===== src/rtl/nn_layer_sequencer_pkg.sv =====
// Shared definitions for the NN layer sequencer: FSM states and the fixed
// word addresses of the network description table.
package nn_seq_pkg;

    typedef enum logic [3:0] {
        IDLE,
        RD_NUM,
        LT_NUM,
        RD_IN,
        LT_IN,
        RD_LYR,
        LT_LYR,
        ISSUE,
        RUN,
        DONE
    } state_t;

    localparam int NUM_LAYERS_ADDR = 0;
    localparam int INPUT_ADDR      = 1;
    localparam int LAYER_BASE      = 2;

endpackage


===== src/rtl/nn_layer_sequencer_if.sv =====
// Signal bundle between the layer sequencer, its control/host side, the
// description table and the neuron control unit.
interface nn_layer_sequencer_if #(
    parameter int ADDR_WIDTH = 10,
    parameter int DATA_WIDTH = 16,
    parameter int IDX_WIDTH  = 6
);
    logic                  start;
    logic                  abort;
    logic                  host_wr_ena;
    logic [ADDR_WIDTH-1:0] host_addr;
    logic [DATA_WIDTH-1:0] host_data;
    logic                  host_ack;
    logic                  tbl_wr_ena;
    logic [ADDR_WIDTH-1:0] tbl_addr;
    logic [DATA_WIDTH-1:0] tbl_data_in;
    logic [DATA_WIDTH-1:0] tbl_rd_data;
    logic                  layer_valid;
    logic                  layer_ready;
    logic [IDX_WIDTH-1:0]  layer_idx;
    logic [DATA_WIDTH-1:0] layer_inputs;
    logic [DATA_WIDTH-1:0] layer_neurons;
    logic                  layer_done;
    logic                  busy;
    logic                  done;
    logic                  cfg_error;

    modport master (
        input  start, abort, host_wr_ena, host_addr, host_data,
               tbl_rd_data, layer_ready, layer_done,
        output host_ack, tbl_wr_ena, tbl_addr, tbl_data_in,
               layer_valid, layer_idx, layer_inputs, layer_neurons,
               busy, done, cfg_error
    );

    modport slave (
        output start, abort, host_wr_ena, host_addr, host_data,
               tbl_rd_data, layer_ready, layer_done,
        input  host_ack, tbl_wr_ena, tbl_addr, tbl_data_in,
               layer_valid, layer_idx, layer_inputs, layer_neurons,
               busy, done, cfg_error
    );

endinterface


===== src/rtl/nn_desc_port_mux.sv =====
// Table port arbitration: the host owns the port while the sequencer is idle,
// otherwise the sequencer drives read addresses and host writes are dropped.
module nn_desc_port_mux #(
    parameter int ADDR_WIDTH = 10,
    parameter int DATA_WIDTH = 16
) (
    input  logic                  idle,
    input  logic                  host_wr_ena,
    input  logic [ADDR_WIDTH-1:0] host_addr,
    input  logic [DATA_WIDTH-1:0] host_data,
    input  logic [ADDR_WIDTH-1:0] seq_addr,
    output logic                  tbl_wr_ena,
    output logic [ADDR_WIDTH-1:0] tbl_addr,
    output logic [DATA_WIDTH-1:0] tbl_data_in,
    output logic                  host_ack
);

    assign tbl_wr_ena  = idle & host_wr_ena;
    assign host_ack    = idle & host_wr_ena;
    assign tbl_addr    = idle ? host_addr : seq_addr;
    assign tbl_data_in = idle ? host_data : '0;

endmodule


===== src/rtl/nn_layer_sequencer.sv =====
// Walks the NN description table layer by layer and hands each layer's
// configuration to the neuron control unit, waiting for completion in between.
module nn_layer_sequencer
    import nn_seq_pkg::*;
#(
    parameter int ADDR_WIDTH = 10,
    parameter int DATA_WIDTH = 16,
    parameter int MAX_LAYERS = 64
) (
    input  logic                 clock,
    input  logic                 reset,
    nn_layer_sequencer_if.master bus
);

    localparam int IDX_WIDTH = $clog2(MAX_LAYERS);
    // One extra bit so "index reached layer count" works when L == MAX_LAYERS.
    localparam int CNT_WIDTH = IDX_WIDTH + 1;

    state_t                state_reg;
    logic [DATA_WIDTH-1:0] num_layers_reg;
    logic [DATA_WIDTH-1:0] inputs_reg;
    logic [DATA_WIDTH-1:0] neurons_reg;
    logic [CNT_WIDTH-1:0]  idx_reg;
    logic                  cfg_error_reg;

    logic [CNT_WIDTH-1:0]  idx_inc;
    logic                  idx_last;
    logic [ADDR_WIDTH-1:0] seq_addr;

    assign idx_inc  = idx_reg + 1'b1;
    assign idx_last = (DATA_WIDTH'(idx_inc) == num_layers_reg);

    always_comb begin
        seq_addr = '0;
        case (state_reg)
            RD_NUM:  seq_addr = ADDR_WIDTH'(NUM_LAYERS_ADDR);
            RD_IN:   seq_addr = ADDR_WIDTH'(INPUT_ADDR);
            RD_LYR:  seq_addr = ADDR_WIDTH'(LAYER_BASE) + ADDR_WIDTH'(idx_reg);
            default: seq_addr = '0;
        endcase
    end

    always_ff @(posedge clock or posedge reset) begin
        if (reset) begin
            state_reg      <= IDLE;
            num_layers_reg <= '0;
            inputs_reg     <= '0;
            neurons_reg    <= '0;
            idx_reg        <= '0;
            cfg_error_reg  <= 1'b0;
        end else if (bus.abort) begin
            state_reg <= IDLE;
        end else begin
            case (state_reg)
                IDLE: begin
                    if (bus.start) begin
                        state_reg     <= RD_NUM;
                        cfg_error_reg <= 1'b0;
                        idx_reg       <= '0;
                    end
                end
                RD_NUM: state_reg <= LT_NUM;
                LT_NUM: begin
                    num_layers_reg <= bus.tbl_rd_data;
                    if (bus.tbl_rd_data == '0) begin
                        state_reg <= DONE;
                    end else if (bus.tbl_rd_data > DATA_WIDTH'(MAX_LAYERS)) begin
                        cfg_error_reg <= 1'b1;
                        state_reg     <= DONE;
                    end else begin
                        state_reg <= RD_IN;
                    end
                end
                RD_IN: state_reg <= LT_IN;
                LT_IN: begin
                    inputs_reg <= bus.tbl_rd_data;
                    state_reg  <= RD_LYR;
                end
                RD_LYR: state_reg <= LT_LYR;
                LT_LYR: begin
                    neurons_reg <= bus.tbl_rd_data;
                    // An empty layer is skipped; the next layer keeps the same input count.
                    if (bus.tbl_rd_data == '0) begin
                        idx_reg   <= idx_inc;
                        state_reg <= idx_last ? DONE : RD_LYR;
                    end else begin
                        state_reg <= ISSUE;
                    end
                end
                ISSUE: begin
                    if (bus.layer_ready) begin
                        state_reg <= RUN;
                    end
                end
                RUN: begin
                    if (bus.layer_done) begin
                        inputs_reg <= neurons_reg;
                        idx_reg    <= idx_inc;
                        state_reg  <= idx_last ? DONE : RD_LYR;
                    end
                end
                DONE:    state_reg <= IDLE;
                default: state_reg <= IDLE;
            endcase
        end
    end

    assign bus.busy          = (state_reg != IDLE);
    assign bus.done          = (state_reg == DONE);
    assign bus.layer_valid   = (state_reg == ISSUE);
    assign bus.layer_idx     = idx_reg[IDX_WIDTH-1:0];
    assign bus.layer_inputs  = inputs_reg;
    assign bus.layer_neurons = neurons_reg;
    assign bus.cfg_error     = cfg_error_reg;

    nn_desc_port_mux #(
        .ADDR_WIDTH (ADDR_WIDTH),
        .DATA_WIDTH (DATA_WIDTH)
    ) u_port_mux (
        .idle        (state_reg == IDLE),
        .host_wr_ena (bus.host_wr_ena),
        .host_addr   (bus.host_addr),
        .host_data   (bus.host_data),
        .seq_addr    (seq_addr),
        .tbl_wr_ena  (bus.tbl_wr_ena),
        .tbl_addr    (bus.tbl_addr),
        .tbl_data_in (bus.tbl_data_in),
        .host_ack    (bus.host_ack)
    );

endmodule

===== src/flat_wrapper.sv =====
// flat-port wrapper written by rule: the top's interface ports become plain ports
module nn_layer_sequencer_flat import nn_seq_pkg::*;
#(
    parameter int ADDR_WIDTH = 10,
    parameter int DATA_WIDTH = 16,
    parameter int MAX_LAYERS = 64
)
  (clock, reset, bus_start, bus_abort, bus_host_wr_ena, bus_host_addr, bus_host_data, bus_tbl_rd_data, bus_layer_ready, bus_layer_done, bus_host_ack, bus_tbl_wr_ena, bus_tbl_addr, bus_tbl_data_in, bus_layer_valid, bus_layer_idx, bus_layer_inputs, bus_layer_neurons, bus_busy, bus_done, bus_cfg_error);
  nn_layer_sequencer_if #(.ADDR_WIDTH(ADDR_WIDTH), .DATA_WIDTH(DATA_WIDTH)) bus_i ();
  input  logic clock;
  input  logic reset;
  input wire logic [$bits(bus_i.start)-1:0] bus_start;
  input wire logic [$bits(bus_i.abort)-1:0] bus_abort;
  input wire logic [$bits(bus_i.host_wr_ena)-1:0] bus_host_wr_ena;
  input wire logic [$bits(bus_i.host_addr)-1:0] bus_host_addr;
  input wire logic [$bits(bus_i.host_data)-1:0] bus_host_data;
  input wire logic [$bits(bus_i.tbl_rd_data)-1:0] bus_tbl_rd_data;
  input wire logic [$bits(bus_i.layer_ready)-1:0] bus_layer_ready;
  input wire logic [$bits(bus_i.layer_done)-1:0] bus_layer_done;
  output wire logic [$bits(bus_i.host_ack)-1:0] bus_host_ack;
  output wire logic [$bits(bus_i.tbl_wr_ena)-1:0] bus_tbl_wr_ena;
  output wire logic [$bits(bus_i.tbl_addr)-1:0] bus_tbl_addr;
  output wire logic [$bits(bus_i.tbl_data_in)-1:0] bus_tbl_data_in;
  output wire logic [$bits(bus_i.layer_valid)-1:0] bus_layer_valid;
  output wire logic [$bits(bus_i.layer_idx)-1:0] bus_layer_idx;
  output wire logic [$bits(bus_i.layer_inputs)-1:0] bus_layer_inputs;
  output wire logic [$bits(bus_i.layer_neurons)-1:0] bus_layer_neurons;
  output wire logic [$bits(bus_i.busy)-1:0] bus_busy;
  output wire logic [$bits(bus_i.done)-1:0] bus_done;
  output wire logic [$bits(bus_i.cfg_error)-1:0] bus_cfg_error;
  assign bus_i.start = bus_start;
  assign bus_i.abort = bus_abort;
  assign bus_i.host_wr_ena = bus_host_wr_ena;
  assign bus_i.host_addr = bus_host_addr;
  assign bus_i.host_data = bus_host_data;
  assign bus_i.tbl_rd_data = bus_tbl_rd_data;
  assign bus_i.layer_ready = bus_layer_ready;
  assign bus_i.layer_done = bus_layer_done;
  assign bus_host_ack = bus_i.host_ack;
  assign bus_tbl_wr_ena = bus_i.tbl_wr_ena;
  assign bus_tbl_addr = bus_i.tbl_addr;
  assign bus_tbl_data_in = bus_i.tbl_data_in;
  assign bus_layer_valid = bus_i.layer_valid;
  assign bus_layer_idx = bus_i.layer_idx;
  assign bus_layer_inputs = bus_i.layer_inputs;
  assign bus_layer_neurons = bus_i.layer_neurons;
  assign bus_busy = bus_i.busy;
  assign bus_done = bus_i.done;
  assign bus_cfg_error = bus_i.cfg_error;
  nn_layer_sequencer #(.ADDR_WIDTH(ADDR_WIDTH), .DATA_WIDTH(DATA_WIDTH), .MAX_LAYERS(MAX_LAYERS)) u_core (.clock(clock), .reset(reset), .bus(bus_i));
endmodule

===== config.mk =====
export PLATFORM = sky130hd
export DESIGN_NAME = nn_layer_sequencer_flat
export DESIGN_NICKNAME = d
export VERILOG_FILES = /design/src/rtl/nn_layer_sequencer_pkg.sv /design/src/rtl/nn_layer_sequencer_if.sv /design/src/rtl/nn_desc_port_mux.sv /design/src/rtl/nn_layer_sequencer.sv /design/src/flat_wrapper.sv
export SDC_FILE = /design/constraint.sdc
export NUM_CORES = 1
export LEC_CHECK = 0
export ABC_AREA = 1
export CAP_MARGIN = 10
export CORE_MARGIN = 2
export CORE_UTILIZATION = 45
export DETAILED_ROUTE_END_ITERATION = 10
export MAX_ROUTING_LAYER = met4
export PLACE_DENSITY = 0.8
export SYNTH_ARGS = -nofsm -noshare
export SYNTH_HDL_FRONTEND = slang
export SYNTH_HIERARCHICAL = 1
export SYNTH_SLANG_ARGS = --single-unit

===== constraint.sdc =====
create_clock -name clock -period 2.25 [get_ports clock]
set_input_delay 0.225 -clock clock [delete_from_list [all_inputs] [get_ports clock]]
set_output_delay 0.225 -clock clock [all_outputs]
set_load 0.01 [all_outputs]

==> summary.txt <==
Clock tree
  – Root buffer cell: clkbuf_8
  – Clk buf depth: 2
  – CTS sink cnt: 60
  – Clock transition at path regs: 0.07 ns
  – CTS H-tree depth: 3
  – CTS tree: yes
  – Total CTS buffers: 9
  – Worst-Skew Late Latency: approximately 0.34 ns

Floorplan
  – Standard-cell rows: 31
  – Die width: 91.33 um
  – Die ar.: 0.008341 mm2
  – IO Pins: 119
  – Core box area: 0.007331 mm2
  – Starting Density: 46.82%
  – Die height: 91.33 um

Final layout
  – Nets: between 600 and 700
  – Share of cells above drive strength 1: between 10% and 20%
  – Area grow syn2layout: 45.42%
  – Post-route cell area: ~0.0050 mm2
  – Antenna Cells: 0

Power and ir drop
  – Clock share of power: 19.5%
  – PwrDens: 928.7 mW/mm2
  – Seq pwr share: 36.3%
  – P_leak: around 2.6 nW
  – Int Pwr: roughly 3 mW
  – Maximum VDD drop: 0.6581 mV
  – Switching power: approximately 1.6 mW
  – Net switching fraction of the power: 35.58%
  – Pwr Total: ~4.6 mW
  – Combinational group share of total power: 44.2%

Timing
  – Post-route clock period utilization: between 90% and 100%
  – RSZ-0062 raised after global routing: true
  – Final setup fails: 0
  – Fmax: 450.9 MHz
  – Clock skew: around 0.0089 ns
  – Pins over their slew limit: 0
  – Minimum clock period: 2.218 ns
  – Fin. Hold Viols: 0
  – Worst hold margin: roughly 0.23 ns

Synth
  – Synth Flop Type: dfrtp_1
  – Post-synthesis mux area share: 0%
  – Synth top area cells: dfrtp_1 44%, nand2_1 20%, inv_1 6.2%, o21ai_0 6.0%, nor2_1 4.7%
  – Asr flop ratio synth: 100.0%
  – Syn Area/Cell: 7.120 um2
  – Post-Syn Instances: around 480
  – Largest family of logic cells by synthesized area: simple AND/OR/NAND/NOR gates
  – #FFs+latches synth: 60
  – Synth area leader: dfrtp_1
  – Post-Synth Adder-Cell Area: less than 1%
  – Yosys top cell area share: between 40% and 50%
  – Most frequent cells after synthesis: 182 x nand2_1, 60 x dfrtp_1, 57 x inv_1
  – Synth unique cells: 37
  – Synth Area in Compound Gates: 10.61%
  – Mapped Area: 0.003432 mm2
  – Post-synth EDFFs: 0
  – Synth warn: 6
  – Simple-gate area share of the yosys netlist: 31.64%
  – Top-count cell post-synth: nand2_1
  – Register area share after synthesis: 43.75%
  – Post-Synth XOR/XNOR Area: 1.021%

Drt
  – First DRT Iteration DRCs: 221
  – Drt via density: 4.999
  – Routed len/inst: approximately 14 um
  – DR DRC count: 0
  – DRT Pass-1 Iters: 5
  – DR vias: 3549
  – Routed wire length: 10040 um
  – DRT antenna net count: 0

Global route
  – Global-route usage over all layers: 25.40%
  – Initial antenna violation count: 0
  – Overflow after GRT: 0
  – Number of global-route vias before repair: 3453
  – Largest net degree at the start of global routing: 33
  – Global-route wire length before repair: 16420 um

Placed design
  – Post-placement cell area: 0.004657 mm2
  – Dpl hpwl: 7279 um
  – GP Congestion: between 0.8 and 0.9
  – Port bufs: 118

Worst setup path
  – WS Path Type: reg2out
  – Crit-path max FO: 8
  – Critical Path Source: u_core/state_reg[0]
  – Critical path endpoint category: output port
  – Crit path launch type: flop
  – Worst flop-to-flop path startpoint: u_core/state_reg[1]
  – Req. time, crit path: 2.03 ns
  – CP arrival: 1.99 ns

Job
  – # Max-Cap Violations: 0

Min path
  – Min-Delay Path Class: in2async

Outcome
  – Status: complete, no violations
placed cells by master (no fill, tap or decap), drive strengths merged:
| master | instances |
|---|---|
| clkbuf | 12 |
| xnor2 | 2 |
| dlygate4sd2 | 12 |
| nor4 | 1 |
| clkinv | 5 |
| clkdlybuf4s50 | 97 |
| or2 | 2 |
| xor2 | 2 |
| o211ai | 1 |
| nand2 | 189 |
| nand4 | 6 |
| dfrtp | 60 |
| clkinvlp | 1 |
| a21oi | 3 |
| nor3 | 5 |
| bufbuf | 1 |
| buf | 15 |
| nor2 | 46 |
| o21ai | 43 |
| nor3b | 1 |
| a31oi | 16 |
| inv | 64 |
| nand3 | 12 |
| o21a | 1 |
| dlymetal6s2s | 9 |
| conb | 2 |
| nand3b | 1 |
| ha | 2 |
what timing repair did:
item / 4_1_cts / 5_1_grt
pin swaps: 2 / 1
cloned: 1 / 0
setup endpoints to repair: 11 / 16
gates resized for setup: 23 / 17
hold buffers: 0 / 0
setup buffers: 5 / 1
per-stage QoR:
step	util (%)	instances	setup WS, ns	setup TNS, ns
after global placement	63.53	687	0.2686	0
after global routing	68.08	710	-0.07751	-0.1550
after detailed placement	63.53	687	0.2189	0
after floorplan	-	483	0.5403	0
after CTS	67.23	709	-0.03659	-0.03659
final	68.08	710	0.03229	0
worst max-delay path, stage by stage, from the launching register on:
cell,delay (ns)
dfrtp_1,0.39
inv_1,0.11
nor2_2,0.20
nand2_4,0.12
nor3b_2,0.17
nand2_1,0.07
nand2_1,0.06
clkdlybuf4s50_1,0.52
cell type report:
class	instances	area (um2)
multi-input combinational	335	1570
sequential	60	1506
inverter	66	252.7
fill	594	2340
timing repair buffer	134	1350
tap	99	123.9
clock buffer	12	165.2
clock inverter	4	22.52
metal layers:
layer	vias up	wire length (um)	track usage (%)
li1	1738	-	-
met1	1626	3953	28.59
met2	168	5053	44.07
met3	17	851	5.643
met4	0	182	9.722
met5	-	0	-
worst paths after layout:
kind | cells past startpoint | end | slack, ns
max | 7 | bus_tbl_addr[3] | 0.03
min | 2 | u_core/bus.layer_neurons[10] | 0.23
max reg2reg | 11 | u_core/bus.layer_inputs[3] | 0.17
min reg2reg | 2 | u_core/num_layers_reg[10] | 0.49
max in group asynchronous | 3 | u_core/idx_reg[4] | 1.30
min in group clock | 3 | u_core/bus.layer_inputs[7] | 0.48
cells by family after synthesis:
kind of cell             Yosys count
XOR/XNOR                           4
AND/OR/NAND/NOR                  263
AO/OA/AOI/OAI                     64
other                              1
adder cells (fa/ha/maj)            2
buffers and inverters             88
flip-flops                        60
power groups by stage:
stage | logic [mW] | registers (mW) | clock network, mW
after global routing | 2.25 | 1.73 | 0.965
after CTS | 2.06 | 1.68 | 0.922
after detailed placement | 1.97 | 1.69 | 0
after global placement | 1.93 | 1.68 | 0
after floorplan | 0.958 | 1.74 | 0
final | 2.05 | 1.68 | 0.903
Note: power is estimated with default switching activity, not from simulation.
